==> src/rtl/iob_fifo_dp_ctrl.sv <==
// Purpose : single-clock FIFO controller driving an external dual-port RAM (A = write, B = read).
// Latency : read data valid 1 cycle after an accepted read (r_valid); writes land in RAM on the accepting edge.
// Backpressure: writes refused while w_full, reads refused while r_empty; refused requests set sticky overflow/underflow.
//
// Ports:
//   clk, arst_n, clear            clock, async active-low reset, synchronous flush
//   w_en/w_data/w_full            write side
//   r_en/r_data/r_valid/r_empty   read side (r_data comes straight from ext_doutB)
//   almost_full/almost_empty      threshold flags from the registered level
//   level                         occupancy 0..2**ADDR_W
//   overflow/underflow            sticky error flags
//   ext_*                         RAM port A (write) and port B (read) controls
module iob_fifo_dp_ctrl #(
    parameter int DATA_W    = 8,
    parameter int ADDR_W    = 6,
    parameter int AFULL_TH  = 2**ADDR_W - 1,
    parameter int AEMPTY_TH = 1
) (
    input  logic              clk,
    input  logic              arst_n,
    input  logic              clear,
    input  logic              w_en,
    input  logic [DATA_W-1:0] w_data,
    output logic              w_full,
    input  logic              r_en,
    output logic [DATA_W-1:0] r_data,
    output logic              r_valid,
    output logic              r_empty,
    output logic              almost_full,
    output logic              almost_empty,
    output logic [ADDR_W:0]   level,
    output logic              overflow,
    output logic              underflow,
    output logic [DATA_W-1:0] ext_dinA,
    output logic [ADDR_W-1:0] ext_addrA,
    output logic              ext_enA,
    output logic              ext_weA,
    output logic [ADDR_W-1:0] ext_addrB,
    output logic              ext_enB,
    input  logic [DATA_W-1:0] ext_doutB
);

    localparam logic [ADDR_W:0]   DEPTH      = {1'b1, {ADDR_W{1'b0}}};
    localparam logic [ADDR_W:0]   AFULL_LVL  = AFULL_TH[ADDR_W:0];
    localparam logic [ADDR_W:0]   AEMPTY_LVL = AEMPTY_TH[ADDR_W:0];
    localparam logic [ADDR_W:0]   LVL_ONE    = {{ADDR_W{1'b0}}, 1'b1};
    localparam logic [ADDR_W-1:0] PTR_ONE    = {{(ADDR_W-1){1'b0}}, 1'b1};

    logic [ADDR_W-1:0] wptr;
    logic [ADDR_W-1:0] rptr;
    logic              w_accept;
    logic              r_accept;
    logic [ADDR_W:0]   level_nxt;

    // Flags come only from the registered level: no fall-through, so a
    // read at level 0 is refused even if a write is accepted alongside it.
    assign w_full       = (level == DEPTH);
    assign r_empty      = (level == '0);
    assign almost_full  = (level >= AFULL_LVL);
    assign almost_empty = (level <= AEMPTY_LVL);

    // clear wins over any concurrent request.
    assign w_accept = w_en & ~w_full  & ~clear;
    assign r_accept = r_en & ~r_empty & ~clear;

    always_comb begin
        level_nxt = level;
        case ({w_accept, r_accept})
            2'b10:   level_nxt = level + LVL_ONE;
            2'b01:   level_nxt = level - LVL_ONE;
            default: level_nxt = level;
        endcase
    end

    always_ff @(posedge clk or negedge arst_n) begin
        if (!arst_n) begin
            wptr      <= '0;
            rptr      <= '0;
            level     <= '0;
            r_valid   <= 1'b0;
            overflow  <= 1'b0;
            underflow <= 1'b0;
        end else if (clear) begin
            wptr      <= '0;
            rptr      <= '0;
            level     <= '0;
            r_valid   <= 1'b0;
            overflow  <= 1'b0;
            underflow <= 1'b0;
        end else begin
            if (w_accept) wptr <= wptr + PTR_ONE;
            if (r_accept) rptr <= rptr + PTR_ONE;
            level   <= level_nxt;
            r_valid <= r_accept;
            if (w_en && w_full)  overflow  <= 1'b1;
            if (r_en && r_empty) underflow <= 1'b1;
        end
    end

    // RAM side is purely combinational. wptr==rptr only when empty or full,
    // so port A and port B never touch the same address in one cycle.
    assign ext_dinA  = w_data;
    assign ext_addrA = wptr;
    assign ext_enA   = w_accept;
    assign ext_weA   = w_accept;
    assign ext_addrB = rptr;
    assign ext_enB   = r_accept;
    assign r_data    = ext_doutB;

endmodule

==> config.mk <==
export PLATFORM = sky130hd
export DESIGN_NAME = iob_fifo_dp_ctrl
export DESIGN_NICKNAME = d
export VERILOG_FILES = /design/src/rtl/iob_fifo_dp_ctrl.sv
export SDC_FILE = /design/constraint.sdc
export NUM_CORES = 1
export LEC_CHECK = 0
export BUFFER_PORTS_ARGS = -buffer_cell sky130_fd_sc_hd__buf_2
export CELL_PAD_IN_SITES_DETAIL_PLACEMENT = 0
export CELL_PAD_IN_SITES_GLOBAL_PLACEMENT = 2
export CORE_MARGIN = 2
export CORE_UTILIZATION = 25
export DETAILED_ROUTE_END_ITERATION = 8
export HOLD_SLACK_MARGIN = 0.1
export PLACE_DENSITY = 0.83
export SETUP_SLACK_MARGIN = 0.3
export SLEW_MARGIN = 20
export SYNTH_ARGS = -nofsm -noshare
export SYNTH_HDL_FRONTEND = slang
export SYNTH_SLANG_ARGS = --single-unit
==> constraint.sdc <==
create_clock -name clk -period 4.4 [get_ports clk]
set_clock_uncertainty 0.05 [all_clocks]
set_input_delay 0 -clock clk [delete_from_list [all_inputs] [get_ports clk]]
set_output_delay 0 -clock clk [all_outputs]
set_load 0.02 [all_outputs]
### Yosys cells after proc, flatten, opt, wreduce, memory -nomap -nowiden

Cells that the tools add are included.

* bits in registers: 22
* bits in latches: 0
* RAM bits: 0
* bits in read-only memories: 0
* bits of input ports: 21
* output and inout port bits: 45
* word-level logic and storage cells: 41
* memories kept: 0

* add/subtract/negate cells: 4
* $mul: 0
* div/mod/pow operators: 0
* $lt $le $gt $ge: 2
* eq/ne operators: 3
* shifts and indexed selects: 0
* multiplexer cells: 11
* bitwise logic cells: 7
* reduce and logical (&&, ||, !) cells: 8

Operators by type and width (count)
* 6-bit 2-to-1 mux: 4
* 7-bit case mux with 2 select lines: 1
* 6-bit by 1-bit adder with 6-bit output (second input constant): 2
* 2-bit nonzero test: 4
* 7-bit by 1-bit adder with 7-bit output (second input constant): 1
* 7-bit equality test (second input constant): 1
* 7-bit by 6-bit >= comparator with 1-bit output (second input constant): 1
* 7-bit by 1-bit less-or-equal comparator with 1-bit output (second input constant): 1
* 7-bit logical NOT: 1
* 7-bit 2-to-1 mux: 1
* 7-bit by 1-bit subtractor with 7-bit output (second input constant): 1
* 1-bit 2-to-1 mux: 5
* 1-bit AND: 4
* 1-bit NOT: 3
* 3-bit nonzero test: 1
* 2-bit by 1-bit equality test with 1-bit output (second input constant): 1
* 2-bit equality test (second input constant): 1
* 1-bit logical AND: 2

### Logic depth before layout (Yosys ltp)

Gate-level depths: netlist of the first run.

* depth in word-level cells: 7
* gate-level depth with buffers: 8
* gate-level depth less buffers: 6

### Worst setup path before layout of the first run

No wires, ideal clock.

* kind: flip-flop to flip-flop
* start: register level[1]
* end: register level[2]
* setup time: 125 ps
* arrival: 2208 ps
* required time: 4225 ps
* path slack: 2017 ps
* cell stages (with the launch flop): 9
* buffers on the path: 2
* clock period less this slack: 2383 ps
* path through: dfrtp_1 clkbuf_1 inv_1 ha_1 nand2b_1 clkbuf_1 nor2_1 o32a_1 mux2_4

* longest elaborated chain between the ends: 7
* elaborated cells between the ends (all ways): 15
* those cells by class: add/sub: 2; eq/ne: 3; mux: 2; bitwise: 6; reduce/logical: 2

RTL lines
* start, declared: RTL line 31 `output logic [ADDR_W:0] level,`
* start signal, assigned: RTL line 93 `level <= level_nxt;`
* 7-bit logical NOT (*): RTL line 58 `assign r_empty = (level == '0);`
* net r_empty: RTL line 28 `output logic r_empty,`
* 1-bit NOT (*): RTL line 64 `assign r_accept = r_en & ~r_empty & ~clear;`
* 1-bit AND (*) (2 in series): RTL line 64
* 2-bit by 1-bit equality test with 1-bit output or 2-bit equality test (tied branches): RTL line 68 `case ({w_accept, r_accept})`
* 7-bit case mux with 2 select lines: RTL line 68
* 7-bit 2-to-1 mux: RTL line 83 `end else if (clear) begin`

The timed path passes the listed nets; every way through them passes the cells marked *.
A chain may end at the register's enable or synchronous reset.

### Worst setup path after layout of the first run

* start: register level[4]
* end: register level[6]

* longest elaborated chain between the ends: 7
* elaborated cells between the ends (all ways): 15
* those cells by class: add/sub: 2; eq/ne: 3; mux: 2; bitwise: 6; reduce/logical: 2

RTL lines (RTL line)
* 7-bit equality test or 7-bit logical NOT (tied branches): 57, 58
* 1-bit NOT, on equally long branches: 63, 64
* 1-bit AND, on equally long branches (2 in series): 63, 64
* 2-bit by 1-bit equality test with 1-bit output or 2-bit equality test (tied branches): 68
* 7-bit case mux with 2 select lines: 68
* 7-bit 2-to-1 mux: 83

Parallel ways exist; a longest one is shown, timed or not.

==> results of run 1 <==
==> per-layer routing <==
layer  vias to the layer above  share of wire [%]
met3                         2                5.6
met4                         0               0.62
met1                       587                 48
met5                         -                  0
li1                        635                  -
met2                        46                 46
==> state kept, by name, indices dropped and copies added, names as in the netlist <==
signal and flops:
overflow 1, ext_addrB 6, ext_addrA 6, level 7, underflow 1, r_valid 1
==> final timing paths <==
kind,start,endpoint,slack [ns],cells after the start
max,level[4]$_DFFE_PN0P_,level[6]$_DFFE_PN0P_,2.15,4
min,clear,ext_addrB[3]$_DFFE_PN0P_,0.14,2
max reg2reg,level[4]$_DFFE_PN0P_,level[6]$_DFFE_PN0P_,2.15,4
min reg2reg,overflow$_DFFE_PN0P_,overflow$_DFFE_PN0P_,0.46,2
max in group asynchronous,arst_n,underflow$_DFFE_PN0P_,3.75,2
min in group asynchronous,arst_n,level[4]$_DFFE_PN0P_,0.19,2
==> cells in the final DEF (no fill, tap or decap), drive strengths merged, types with 4 or more instances in the layout <==
| master | instances |
|---|---|
| nor3 | 4 |
| o211ai | 5 |
| dfrtp | 22 |
| a21oi | 9 |
| nor2 | 27 |
| dlygate4sd3 | 19 |
| inv | 4 |
| nand2 | 10 |
| ha | 6 |
| o21ai | 4 |
| buf | 33 |
| nor2b | 6 |
| mux2 | 5 |
| xor2 | 7 |
==> cell type report <==
type,count,share of cell area (%)
Inverter,4,0.8054
Multi-Input combinational cell,118,41.74
Tap cell,75,5.034
Clock buffer,3,2.215
Timing Repair Buffer,52,19.06
Clock inverter,1,1.611
Sequential cell,22,29.53
==> logic make-up (layout without fill, tap and decap cells) <==
family / count (synthesis) / count (layout) / synth area share [%]
compound gates: 34 / 34 / 15.97
xor+xnor: 10 / 10 / 5.705
fa+ha+maj: 6 / 6 / 4.890
buf+inv: 32 / 60 / 13.45
flops: 22 / 22 / 35.86
mux: 5 / 5 / 3.911
simple gates: 63 / 63 / 20.21
==> power groups by stage <==
stage	combinational [mW]	sequential, mW	clock, mW
after floorplan	0.420	0.339	0
after global placement	0.531	0.315	0
after detailed placement	0.534	0.316	0
after CTS	0.561	0.312	0.203
after global routing	0.606	0.322	0.209
final	0.550	0.311	0.199
==> critical path: stages (launching register included) <==
cell	delay, ns
dfrtp_1	0.48
or4_4	0.67
o21ai_0	0.47
a21oi_1	0.15
mux2_1	0.33
==> flow_metrics.py, run 1 <==
metrics = {
    "outcome": {
        "status": "complete, no violations",
    },
    "yosys": {
        "syn_avg_cell_area_um2": 8.926,
        "syn_area_um2": 1535,
        "async_reset_ff_share_pct": 100.0,
        "synthTopCellsByArea": "dfrtp_1 (36%), buf_4 (8.3%), nor2_1 (6.6%), ha_1 (4.9%), xor2_1 (4.0%)",
        "yosysWarnings": 0,
        "ys.flop_type": "dfrtp_1",
        "netlist_instances": 172,
        "synth_top_area_share_pct": 35.86,
        "synth_largest_area_cell": "dfrtp_1",
        "ys_ff_latch": 22,
        "postSynthNetCount": 199,
        "synth.distinct_cells": 38,
        "synth_edf_count": 0,
        "ys_seq_area_share_pct": 35.86,
        "synthMostInstantiatedCell": "nor2_1",
        "synth_common_cells": "nor2_1 (27), dfrtp_1 (22), buf_4 (17)",
    },
    "clocking": {
        "ctsResizeCount": 0,
        "cts-buffers-inserted": 3,
        "cts_buffer_depth": 2,
        "cts_tree": "done",
        "cts_htree_levels": 1,
        "cts.reportedPaths.clkPinSlew_ns": 0.10,
        "clk_latency_ns": 0.27,
        "post_cts_buffers": 0,
        "hold_buffers": 19,
        "cts_sinks": 22,
        "cts-root-buf": "clkbuf_8",
    },
    "timing": {
        "rsz0062_at_grt": "no",
        "drv_slew": 0,
        "period_minus_slack_ns": 2.250,
        "hold_violations": 0,
        "whs_ns": 0.1438,
        "finalWorstSetupSlack_ns": 2.150,
        "worst_pin_slew_ns": 0.5375,
        "finalSetupTns_ns": 0,
        "relSlewSlack_pct": 64.17,
        "max_freq_mhz": 444.5,
        "setup_viol": 0,
        "period_share_pct": 51.13,
    },
    "cells_and_area": {
        "drive_above_1_share_pct": 22.00,
        "fillers": 625,
        "fin_nets": 228,
        "syn_to_final_growth_pct": 21.43,
        "finalNonFillerCells": 275,
        "multiInputGateArea_um2": 778.2,
        "seq_area_um2": 550.5,
        "fin_util_pct": 31.49,
        "antennaDiodeCount": 0,
        "post-route-cell-area_um2": 1864,
    },
    "global_route": {
        "busiest_layer": "met2",
        "grt_use_met1_pct": 15.61,
        "overflow": 0,
        "grt_max_degree": 30,
        "antenna_found_initial": 0,
        "gr-usage-met3_pct": 2.283,
        "grt_pass1_wl_um": 5809,
        "use_met2_pct": 17.58,
        "grt.total_usage_pct": 11.21,
        "grt_pass1_vias": 1166,
    },
    "detailed_routing": {
        "avgViaCountPerCell": 4.618,
        "drtIter0Drc": 75,
        "vias": 1270,
        "postRouteAntennaNets": 0,
        "wl_per_cell_um": 13.43,
        "wirelength_um": 3694,
        "drc": 0,
        "dr.pass1.iters": 4,
    },
    "flow_run": {
        "maxCapViolations": 0,
    },
    "placed_design": {
        "placed_cells": 252,
        "place.gp.congestion": 0.8130,
        "numPortBuffers": 33,
        "dpl_worst_slack_ns": 2.156,
        "hpwl_um": 2543,
        "dpl-instance-area_um2": 1603,
    },
    "die": {
        "die_area_um2": 6784,
        "fp-row-count": 28,
        "fp.dieH_um": 82.37,
        "die_x_um": 82.37,
        "pin_count": 66,
        "start_util_pct": 25.93,
        "core_um2": 5921,
    },
    "power_and_ir_drop": {
        "power_density_nw_per_um2": 568.1,
        "p_leak_nw": 0.8779,
        "power_switching_uw": 491.1,
        "comb_power_share_pct": 51.9,
        "p_int_uw": 568.0,
        "sw_frac_of_total_pct": 46.37,
        "p_seq_share_pct": 29.3,
        "p_clk_share_pct": 18.8,
        "ir_drop_uv": 272.3,
        "power.total_mw": 1.059,
    },
    "critical_path": {
        "cp.required_ns": 4.51,
        "cp_max_fo": 16,
        "startpoint_type": "flip-flop",
        "worstPathArrival_ns": 2.36,
        "endpoint_kind": "flip-flop",
        "crit_type": "reg2reg",
    },
    "worst_hold_path": {
        "hold_class": "in2reg",
    },
}
No activity file was read; power rests on OpenSTA's default activity.
==> run 2, diff against run 1 <==
==> constraint.sdc (replaced) <==
create_clock -name clk -period 2.3 [get_ports clk]
set_clock_uncertainty 0.05 [all_clocks]
set_input_delay 0 -clock clk [delete_from_list [all_inputs] [get_ports clk]]
set_output_delay 0 -clock clk [all_outputs]
set_load 0.02 [all_outputs]
==> run 2 against run 1 <==
Against the previous run: clock-buffer cell count unchanged; cell area is 7.9% higher; sequential power increased by 76%; register-to-register slack got worse by 1.9 ns; via count rose by 8.6%; global-route usage up 0.72 points; cell count up 4.4%; die area unchanged; combinational power rose to 2.6 times the previous value; clock power increased by 89%; flip-flop and latch count did not move; utilization grew 2.5 points; largest cell class unchanged; largest power group unchanged.
==> flow_metrics.py, run 2 (synthesized netlist as in run 1, its figures left out) <==
metrics = {
    "power_and_ir_drop": {
        "power_switching_mw": 1.064,
        "comb_power_share_pct": 60.9,
        "p_seq_share_pct": 23.1,
        "ir_drop_uv": 569.7,
        "p_int_mw": 1.295,
        "p_leak_nw": 0.9375,
        "sw_frac_of_total_pct": 45.10,
        "power_density_nw_per_um2": 1172,
        "p_clk_share_pct": 15.9,
    },
    "clocking": {
        "cts.reportedPaths.clkPinSlew_ns": 0.09,
        "cts-buffers-inserted": 3,
        "cts-root-buf": "clkbuf_8",
        "clk_latency_ns": 0.27,
        "cts_tree": "done",
        "cts_htree_levels": 1,
        "cts_sinks": 22,
        "cts_buffer_depth": 2,
    },
    "cells_and_area": {
        "multiInputGateArea_um2": 840.8,
        "largest_reg_flops": 7,
        "fillers": 594,
        "final_cell_mix": "buf_2 (33), nor2_1 (26), dfrtp_1 (20)",
        "fin_util_pct": 33.98,
        "seq_area_um2": 553.0,
        "layout_commonest_cell": "buf_2",
        "largest_register": "level",
        "antennaDiodeCount": 0,
        "syn_to_final_growth_pct": 31.05,
        "finalNonFillerCells": 287,
        "drive_above_1_share_pct": 32.55,
        "fin_nets": 240,
        "post-route-cell-area_um2": 2012,
    },
    "placed_design": {
        "place.gp.congestion": 0.7736,
        "dpl-instance-area_um2": 1669,
        "placed_cells": 259,
        "hpwl_um": 2717,
        "numPortBuffers": 33,
    },
    "detailed_routing": {
        "drtIter0Drc": 96,
        "wl_per_cell_um": 14.09,
        "avgViaCountPerCell": 4.805,
        "dr.pass1.iters": 5,
        "drc": 0,
        "wirelength_um": 4044,
        "vias": 1379,
        "postRouteAntennaNets": 0,
    },
    "timing": {
        "worst_pin_slew_ns": 0.5363,
        "rsz0062_at_grt": "yes",
        "relSlewSlack_pct": 64.25,
        "max_freq_mhz": 493.8,
        "drv_slew": 0,
        "period_minus_slack_ns": 2.025,
        "period_share_pct": 88.05,
        "setup_viol": 0,
        "whs_ns": 0.1509,
        "hold_violations": 0,
        "finalSetupTns_ns": 0,
    },
    "critical_path": {
        "slowest_stage": "or4_4",
        "cp.required_ns": 2.41,
        "worst-path-buf-inv": 0,
        "startpoint_type": "flip-flop",
        "cp_max_fo": 5,
        "worstPathArrival_ns": 2.14,
        "critical-path-top-delay-family": "simple AND/OR/NAND/NOR gates",
        "endpoint_kind": "flip-flop",
        "rrSetupSlack_ns": 0.27,
        "crit_type": "reg2reg",
        "worstPathCellList": "or4_4 > o21a_4 > o32a_1 > mux2_4",
        "cpPeakStageDelay_ns": 0.61,
    },
    "global_route": {
        "overflow": 0,
        "grt_pass1_vias": 1278,
        "antenna_found_initial": 0,
        "grt_max_degree": 30,
        "grt.total_usage_pct": 11.92,
        "grt_pass1_wl_um": 6299,
    },
    "die": {
        "core_um2": 5921,
        "start_util_pct": 25.93,
        "die_x_um": 82.37,
        "die_area_um2": 6784,
        "fp-row-count": 28,
        "fp.dieH_um": 82.37,
        "pin_count": 66,
    },
    "worst_hold_path": {
        "hold_class": "in2reg",
    },
    "outcome": {
        "status": "complete, no violations",
    },
    "flow_run": {
        "maxCapViolations": 0,
    },
}
-- run 2: cell count changes in the layout (fill, tap and decap cells not counted), sizes merged --
cell / previous run / this run
or4: 2 / 3
buf: 33 / 44
-- run 2: area by class of cell --
class / count / share of cell area (%)
clock buffer: 3 / 2.052
clock inverter: 1 / 1.493
tap: 75 / 4.664
sequential: 22 / 27.49
multi-input combinational: 119 / 41.79
timing repair buffer: 63 / 21.77
inverter: 4 / 0.7463
-- run 2: what timing repair did --
action                                 in CTS  in global routing
setup buffers                               4                  0
pin swaps                                   1                  6
hold buffers                               19                  0
setup endpoints to repair                   9                 11
endpoints found under the hold margin      40                  0
resized for setup                           3                  8
cloned                                      0                  1
-- run 2: worst paths after layout --
path,from,endpoint,depth (start not counted)
worst max-delay path,level[2]$_DFFE_PN0P_,level[2]$_DFFE_PN0P_,4
worst min-delay path,clear,ext_addrB[5]$_DFFE_PN0P_,2
worst max register to register,level[2]$_DFFE_PN0P_,level[2]$_DFFE_PN0P_,4
worst min register to register,underflow$_DFFE_PN0P_,underflow$_DFFE_PN0P_,2
max in group asynchronous,arst_n,level[4]$_DFFE_PN0P_,2
min in group asynchronous,arst_n,ext_addrA[0]$_DFFE_PN0P_,2
-- run 2: power groups by stage --
stage               registers (mW)  clock network (mW)  logic [mW]
floorplan                    0.653                   0       0.840
global placement             0.544                   0        1.18
detailed placement           0.544                   0        1.18
CTS                          0.536               0.384        1.36
global route                 0.560               0.399        1.55
finish                       0.546               0.376        1.44
-- run 2: metrics by stage --
step,total power [mW],worst slack (ns)
floorplan,1.493,0.1232
global placement,1.728,0.1977
detailed placement,1.726,0.1768
CTS,2.277,0.2865
global route,2.509,0.2303
finish,2.358,0.2748
-- run 2: layer usage --
metal / wire (um) / track usage (%) / vias to the layer above
li1: - / - / 664
met1: 1872 / 15.77 / 663
met2: 1913 / 19.19 / 48
met3: 210 / 2.283 / 4
met4: 48 / 4.500 / 0
met5: 0 / 0 / -
==> run 3, diff against run 2 <==
--- a/config.mk
+++ b/config.mk
@@ -13,6 +13,7 @@
 export DETAILED_ROUTE_END_ITERATION = 8
 export HOLD_SLACK_MARGIN = 0.1
 export PLACE_DENSITY = 0.83
+export REMOVE_ABC_BUFFERS = 1
 export SETUP_SLACK_MARGIN = 0.3
 export SLEW_MARGIN = 20
 export SYNTH_ARGS = -nofsm -noshare
==> run 3 against run 2 <==
Against the previous run: die area unchanged; clock power down 35%; first-iteration DRC count up 6.3%; worst hold slack better by 0.018 ns; largest cell class unchanged; largest power group unchanged.
==> flow_metrics.py, run 3 (synthesized netlist as in run 1, its figures left out) <==
metrics = {
    "critical_path": {
        "timing.rr.end": "level[2]$_DFFE_PN0P_",
        "cp_max_fo": 5,
        "rrSetupSlack_ns": 0.26,
        "cpPeakStageDelay_ns": 0.63,
        "r2r_cells": 4,
        "startpoint_type": "flip-flop",
        "endpoint_kind": "flip-flop",
        "crit_type": "reg2reg",
        "worstPathCellList": "or4_4 > o21a_4 > o32a_1 > mux2_4",
        "cp.required_ns": 2.40,
        "worstPathArrival_ns": 2.14,
        "slowest_stage": "or4_4",
        "r2r_start": "level[5]$_DFFE_PN0P_",
    },
    "detailed_routing": {
        "drc": 0,
        "vias": 1389,
        "postRouteAntennaNets": 0,
        "wl_per_cell_um": 14.99,
        "drtIter0Drc": 102,
        "avgViaCountPerCell": 4.773,
        "wirelength_um": 4361,
        "dr.pass1.iters": 4,
    },
    "die": {
        "fp.dieH_um": 82.37,
        "core_um2": 5921,
        "fp-row-count": 28,
        "pin_count": 66,
        "die_x_um": 82.37,
        "die_area_um2": 6784,
        "start_util_pct": 25.93,
    },
    "cells_and_area": {
        "largest_register": "level",
        "fin_nets": 245,
        "largest_reg_flops": 7,
        "antennaDiodeCount": 0,
        "fin_util_pct": 34.38,
        "post-route-cell-area_um2": 2036,
        "layout_commonest_cell": "buf_2",
        "drive_above_1_share_pct": 32.87,
        "syn_to_final_growth_pct": 32.60,
        "final_cell_mix": "buf_2 (32), nor2_1 (26), dfrtp_1 (22)",
    },
    "worst_hold_path": {
        "hold-path-endpoint": "ext_addrB[5]$_DFFE_PN0P_",
        "min_from": "clear",
        "whs_path_depth": 2,
        "hold_class": "in2reg",
    },
    "power_and_ir_drop": {
        "power_switching_mw": 1.077,
        "p_int_mw": 1.235,
        "p_clk_share_pct": 10.5,
        "comb_power_share_pct": 66.2,
        "p_seq_share_pct": 23.3,
        "power_density_nw_per_um2": 1136,
        "p_leak_nw": 0.9649,
        "sw_frac_of_total_pct": 46.58,
        "ir_drop_uv": 647.1,
    },
    "global_route": {
        "overflow": 0,
        "grt_pass1_vias": 1323,
        "grt.total_usage_pct": 13.78,
        "grt_pass1_wl_um": 7162,
        "grt_max_degree": 30,
        "antenna_found_initial": 0,
    },
    "clocking": {
        "cts.reportedPaths.clkPinSlew_ns": 0.08,
        "cts_htree_levels": 1,
        "clk_latency_ns": 0.26,
        "cts_tree": "done",
        "cts-root-buf": "clkbuf_8",
        "cts-buffers-inserted": 3,
        "cts_sinks": 22,
        "cts_buffer_depth": 2,
    },
    "placed_design": {
        "dpl-instance-area_um2": 1655,
        "numPortBuffers": 33,
        "hpwl_um": 2818,
        "dpl_worst_slack_ns": 0.1761,
        "place.gp.congestion": 0.7402,
    },
    "timing": {
        "whs_ns": 0.1690,
        "hold_violations": 0,
        "max_freq_mhz": 490.6,
        "relSlewSlack_pct": 63.07,
        "setup_viol": 0,
        "period_minus_slack_ns": 2.038,
        "finalSetupTns_ns": 0,
        "period_share_pct": 88.62,
        "finalWorstSetupSlack_ns": 0.2617,
        "worst_pin_slew_ns": 0.5540,
        "drv_slew": 0,
        "rsz0062_at_grt": "yes",
    },
    "flow_run": {
        "maxCapViolations": 0,
    },
    "outcome": {
        "status": "complete, no violations",
    },
}
## run 3: per-layer routing
layer  vias to the layer above  global-route usage (%)  wire (um)
met5                         -                       0          0
met4                         0                   2.000         23
met3                         4                   2.609        204
met2                        38                   20.48       1950
met1                       672                   20.94       2183
li1                        675                       -          -
## run 3: through the flow
step,power [mW],cells
final,2.312,291
after global placement,1.687,259
after detailed placement,1.695,259
after global routing,2.484,291
after CTS,2.149,286
after floorplan,1.293,144
## run 3: worst max path at each step
stage	from	endpoint	slack, ns
after floorplan	level[1]$_DFFE_PN0P_	level[0]$_DFFE_PN0P_	0.008
after global placement	level[5]$_DFFE_PN0P_	level[2]$_DFFE_PN0P_	0.20
after detailed placement	level[5]$_DFFE_PN0P_	level[6]$_DFFE_PN0P_	0.18
after CTS	level[2]$_DFFE_PN0P_	level[2]$_DFFE_PN0P_	0.24
after global routing	level[5]$_DFFE_PN0P_	level[1]$_DFFE_PN0P_	0.21
final	level[5]$_DFFE_PN0P_	level[2]$_DFFE_PN0P_	0.26
## run 3: layout make-up
cell class,count,area (um^2)
flip-flops and latches,22,550.5
fillers,634,3885
repair buffers,68,481.7
multi-input cells,119,853.3
well taps,75,93.84
clock buffers,3,41.29
inverters,4,15.01
## run 3: power by group through the flow
stage	Sequential [mW]	Combinational [mW]	Clock (mW)
detailed placement	0.534	1.16	0
finish	0.539	1.53	0.243
CTS	0.535	1.36	0.254
global route	0.551	1.66	0.272
floorplan	0.673	0.619	0
global placement	0.533	1.15	0
## run 3: worst max-delay path, delay by kind of cell (launching register included)
kind | cells | cell delay, ns
AND/OR/NAND/NOR | 1 | 0.63
AO/OA/AOI/OAI | 2 | 0.56
flip-flops | 1 | 0.40
multiplexers | 1 | 0.29
## run 3: repair_timing
item,in CTS,in global routing
setup buffers,4,5
gates cloned,1,0
endpoints found under the setup margin,8,19
pin swaps,2,7
resized for setup,3,17
endpoints found under the hold margin,40,0
hold buffers,19,0
